**src/rtl/adc_frame_capture_ctrl.sv**
```systemverilog
// ADC frame capture sequencer: hunts for start-of-frame, fills a shadow buffer and
// commits it atomically to a held output frame with a valid/ack handshake.
module adc_frame_capture_ctrl #(
  parameter int WORDS_PER_FRAME = 10,
  parameter int CNT_W           = 16
) (
  input  logic                         clk,
  input  logic                         rst_n,
  input  logic                         enable,
  input  logic                         in_valid,
  output logic                         in_ready,
  input  logic [31:0]                  in_word,
  input  logic                         in_sof,
  output logic [32*WORDS_PER_FRAME-1:0] frame_words_packed,
  output logic                         frame_valid,
  input  logic                         frame_ack,
  output logic [CNT_W-1:0]             frame_seq,
  output logic [CNT_W-1:0]             overrun_cnt,
  output logic [CNT_W-1:0]             resync_cnt,
  output logic                         busy
);

  localparam int IDX_W = $clog2(WORDS_PER_FRAME);

  typedef enum logic [1:0] {
    IDLE   = 2'd0,
    HUNT   = 2'd1,
    FILL   = 2'd2,
    COMMIT = 2'd3
  } state_t;

  state_t            state_r;
  logic [IDX_W-1:0]  idx_r;
  logic [31:0]       shadow_r [WORDS_PER_FRAME];
  logic              busy_r;
  logic              accept_s;

  // Stream handshake decoded straight from the state register.
  assign in_ready = (state_r == HUNT) || (state_r == FILL);
  assign accept_s = in_valid & in_ready;
  assign busy     = busy_r;

  // Capture FSM with shadow buffer, committed frame and status counters.
  always_ff @(posedge clk or negedge rst_n) begin
    if (!rst_n) begin
      state_r            <= IDLE;
      idx_r              <= {IDX_W{1'b0}};
      busy_r             <= 1'b0;
      frame_words_packed <= {(32*WORDS_PER_FRAME){1'b0}};
      frame_valid        <= 1'b0;
      frame_seq          <= {CNT_W{1'b0}};
      overrun_cnt        <= {CNT_W{1'b0}};
      resync_cnt         <= {CNT_W{1'b0}};
      for (int k = 0; k < WORDS_PER_FRAME; k++) begin
        shadow_r[k] <= 32'h0000_0000;
      end
    end else begin
      // An ack retires a pending frame unless a commit load below overrides it.
      if (frame_ack && frame_valid) begin
        frame_valid <= 1'b0;
      end

      if (!enable) begin
        state_r <= IDLE;
        idx_r   <= {IDX_W{1'b0}};
        busy_r  <= 1'b0;
      end else begin
        case (state_r)
          IDLE: begin
            state_r <= HUNT;
            busy_r  <= 1'b0;
          end
          HUNT: begin
            if (accept_s && in_sof) begin
              shadow_r[0] <= in_word;
              idx_r       <= IDX_W'(1);
              state_r     <= FILL;
              busy_r      <= 1'b1;
            end
          end
          FILL: begin
            if (accept_s) begin
              if (in_sof) begin
                if (resync_cnt != {CNT_W{1'b1}}) begin
                  resync_cnt <= resync_cnt + CNT_W'(1);
                end
                shadow_r[0] <= in_word;
                idx_r       <= IDX_W'(1);
              end else begin
                shadow_r[idx_r] <= in_word;
                if (idx_r == IDX_W'(WORDS_PER_FRAME - 1)) begin
                  idx_r   <= {IDX_W{1'b0}};
                  state_r <= COMMIT;
                end else begin
                  idx_r <= idx_r + IDX_W'(1);
                end
              end
            end
          end
          COMMIT: begin
            state_r <= HUNT;
            busy_r  <= 1'b0;
            // A still-pending, unacked frame wins; the new one is dropped.
            if (frame_valid && !frame_ack) begin
              if (overrun_cnt != {CNT_W{1'b1}}) begin
                overrun_cnt <= overrun_cnt + CNT_W'(1);
              end
            end else begin
              for (int k = 0; k < WORDS_PER_FRAME; k++) begin
                frame_words_packed[32*k +: 32] <= shadow_r[k];
              end
              frame_valid <= 1'b1;
              frame_seq   <= frame_seq + CNT_W'(1);
            end
          end
          default: begin
            state_r <= IDLE;
            idx_r   <= {IDX_W{1'b0}};
            busy_r  <= 1'b0;
          end
        endcase
      end
    end
  end

endmodule

```
**config.mk**
```make
export PLATFORM = sky130hd
export DESIGN_NAME = adc_frame_capture_ctrl
export DESIGN_NICKNAME = d
export VERILOG_FILES = /design/src/rtl/adc_frame_capture_ctrl.sv
export SDC_FILE = /design/constraint.sdc
export NUM_CORES = 1
export LEC_CHECK = 0
export ABC_CLOCK_PERIOD_IN_PS = 4400
export BUFFER_PORTS_ARGS = -buffer_cell sky130_fd_sc_hd__buf_2
export CAP_MARGIN = 20
export CORE_UTILIZATION = 42
export CTS_CLUSTER_SIZE = 14
export DETAILED_ROUTE_END_ITERATION = 8
export PLACE_DENSITY = 0.69
export SYNTH_ARGS = -nofsm -noshare
export SYNTH_HDL_FRONTEND = slang
export SYNTH_SLANG_ARGS = --single-unit
export TNS_END_PERCENT = 5
```
**constraint.sdc**
```tcl
create_clock -name clk -period 4.4 [get_ports clk]
set_clock_uncertainty 0.2 [all_clocks]
set_input_delay 0.22 -clock clk [delete_from_list [all_inputs] [get_ports clk]]
set_output_delay 0.22 -clock clk [all_outputs]
set_load 0.05 [all_outputs]
```
==> results by group <==
Yosys
  – Post-synth cell types: 52
  – Syn Area/Cell: about 16 sq um
  – Top FF cell, synth: dfrtp_1
  – Post-synthesis sequential area ratio: 0.649
  – Mux cell area share after synthesis: 0.267
  – Post-synthesis cell area: 26800 sq um
  – EDFF count, synth: 0
  – Asr flop ratio synth: 1.00
  – Synth Warn #: 0
  – XOR/XNOR Fraction of Synth Area: 0.0121
  – Simple-Gate Fraction of Synth Area: 0.0304
  – Syn Nets: 1716
  – Post-Synth Adder-Cell Area: 0.00280
  – Mapped Cells: 1672
  – Compound-Gate Fraction of Synth Area: 0.0172
  – #FFs+latches synth: around 700
  – Largest family of logic cells by synthesized area: multiplexers

Clock network
  – CTS Sinks: 696
  – CTS tree: built
  – Worst-skew pair later-pin latency: 0.60 ns
  – Deepest clock path buffer count: 3
  – Htree depth: 3
  – Setup Fix Bufs, Post-CTS: 0
  – CTS buffer count: 75
  – Root buffer cell: clkbuf_16
  – CTS clk-pin slew, worst paths: 0.06 ns

Global routing
  – First-pass GRT wire length: 98300 um
  – Gr busiest metal: met2
  – Largest net degree at the start of global routing: 135
  – M3 GR Usage: 0.0494
  – M1 GR Usage: 0.266
  – Congestion Overflow GR: 0
  – GR Util met2: 0.316
  – GRT Util Overall: 0.199
  – Initial antenna violation count: 1
  – Vias in the first global route: between 15000 and 20000

Routing
  – First drt pass iteration count: 5
  – Post-route DRC: 0
  – Via/cell ratio: 5.18
  – Wirelength, routed: 64600 um
  – Remaining antenna violation count: 0
  – Routed WL per cell: 21.4 um
  – Via count: between 15000 and 20000
  – Detailed router's first-iteration violation count: 893

Worst setup path
  – Crit path launch: state_r[0]
  – Slowest CP cell: nor2_4
  – RR Startpoint: state_r[0]
  – CP max stage delay: 0.65 ns
  – Crit. End Element: flip-flop
  – CP Class: reg2reg
  – Arrival time at the worst endpoint: 3.33 ns
  – Setup crit start kind: flip-flop
  – Req. time, crit path: around 4.7 ns
  – Critical-path cell list: inv_1, ha_1, and4b_1, nand3b_1, nor2_4, buf_4, mux2_2
  – Crit-path max FO: 19

STA
  – RSZ-0062 raised after global routing: false
  – WHS: 0.0885 ns
  – Final hold violations: 0
  – Finish-stage setup viols: 0
  – Tcrit/Tclk final: 0.693
  – Slew Limit Fails: 0
  – Sum of negative setup slack: 0 ns
  – Min Tclk post-route: just over 3 ns
  – Worst-Margin Slew: 0.996 ns
  – Slew headroom: 0.336
  – Fmax: between 300 and 400 MHz

Floorplan
  – DIE WIDTH: 255 um
  – Initial core utilization: 0.425
  – Ports: 409
  – Die H: 255 um
  – Core area: between 60000 and 70000 sq um
  – FP Rows: 92
  – Die Area: 64900 sq um

Place
  – Final HPWL DP: between 40000 and 50000 um
  – GPL Wtd Cong: roughly 0.79
  – PortBufs: 408

Cells and area
  – Most frequent cells in the layout: dfrtp_1, mux2_2, buf_2
  – Area grow syn2layout: 22.1%
  – Diode count: 0
  – Commonest non-fill, non-tap cell in the layout: dfrtp_1
  – Layout fillers: roughly 5300
  – Area occupied by multi-input gates: 8890 sq um
  – Layout cell share with drive strength beyond 1: 0.544
  – FF/Latch Area: between 15000 and 20000 sq um
  – Final #Nets: 2158

Status
  – Status: finished clean

Hold path
  – Hold Crit Class: in2async

Pwr
  – VDD IR max: 0.384 mV
  – PD cells: 484 nW/um^2
  – Leak: between 15 and 20 nW

Flow run
  – MaxCap Viol Count: 0
## cell families after synthesis
kind of cell	count (synthesis)
compound gates	61
xor+xnor	37
fa+ha+maj	6
buf+inv	121
flops	696
mux	616
simple gates	135
## sequential cells by signal, indices dropped and copies added, names as in the netlist
name and count:
busy 1, frame_seq 16, frame_valid 1, frame_words_packed 320, idx_r 4, overrun_cnt 16
resync_cnt 16, shadow_r 320, state_r 2
## worst max-delay path: cells and delay by family (launching register included)
family        cells  cell delay, ns
flops             1            0.42
fa+ha+maj         1            0.32
buf+inv           2            0.42
simple gates      3            1.20
mux               1            0.35
## layout make-up
cell class | instances | area share
flip-flops and latches | 696 | 0.532
multi-input cells | 855 | 0.271
inverters | 7 | 0.000802
repair buffers | 479 | 0.0872
clock buffers | 110 | 0.0684
clock inverters | 19 | 0.00814
well taps | 846 | 0.0323
## through the flow
| stage | cell area, sq um | power (mW) | utilization | setup WS (ns) | std cells |
|---|---|---|---|---|---|
| floorplan | 26800 | 8.82 | - | 1.98 | 1672 |
| global placement | 29800 | 9.54 | 0.472 | 1.37 | 2840 |
| detailed placement | 29800 | 9.61 | 0.472 | 1.25 | 2841 |
| CTS | 32700 | 16.1 | 0.519 | 1.25 | 3010 |
| global route | 32800 | 16.5 | 0.519 | 1.17 | 3012 |
| finish | 32800 | 15.9 | 0.519 | 1.35 | 3012 |
## final timing paths
path                                     endpoint  slack (ns)  cells after the start
max                                 shadow_r[118]        1.35                      7
min                        frame_words_packed[10]        0.09                      2
max reg2reg                         shadow_r[118]        1.35                      7
min reg2reg                         frame_seq[15]        0.29                      1
max in group asynchronous           shadow_r[112]        2.71                      3
min in group clk                    frame_seq[15]        0.29                      1
## Yosys cell counts (2+ instances only)
library cell  count  share of area
inv_1             7        0.00098
mux2_4           60          0.034
nor4_1            6         0.0014
mux2_1            5         0.0021
nor4b_1           4         0.0013
nand2b_1          9         0.0021
nand4_1          21         0.0049
a21oi_1          10         0.0019
nand2_1          20         0.0028
mux2i_1           2        0.00075
ha_1              6         0.0028
xnor2_1          24         0.0078
nand3_1          18         0.0034
nor3b_2           2        0.00093
or4_1             3        0.00084
and3_1            8         0.0019
nand4b_1          2        0.00065
buf_2            56          0.010
nor3_2            2        0.00075
or3_1             3        0.00070
o21a_1            2        0.00056
nor2_1           11         0.0015
dfrtp_1         696           0.65
nand3b_1          4         0.0011
nor3_1            4        0.00075
and4_1            3        0.00098
a22o_1           32          0.010
and2_1            2        0.00047
mux2_2          549           0.23
clkbuf_1         15         0.0021
xor2_1           13         0.0042
buf_1            35         0.0049
nor3b_1           5         0.0014
o31ai_1           2        0.00056
o21ai_0           7         0.0013
nor2b_1           3        0.00070
buf_6             6         0.0025
## timing repair
| item | 4_1_cts | 5_1_grt |
|---|---|---|
| hold buffers | 40 | 0 |
| resized for setup | 0 | 0 |
| endpoints found under the hold margin | 423 | 0 |
## routing by layer
metal	wire length, um	part of all wire
met5	0	0
met4	1660	0.026
met3	3960	0.061
met2	30800	0.48
met1	28200	0.44
## report_power, final
group / total (mW) / switching [mW] / internal (mW)
registers: 7.10 / 0.276 / 6.82
clock network: 6.35 / 2.52 / 3.82
logic: 2.41 / 1.61 / 0.802
total: 15.9 / 4.41 / 11.5
No activity file was read; power rests on OpenSTA's default activity.
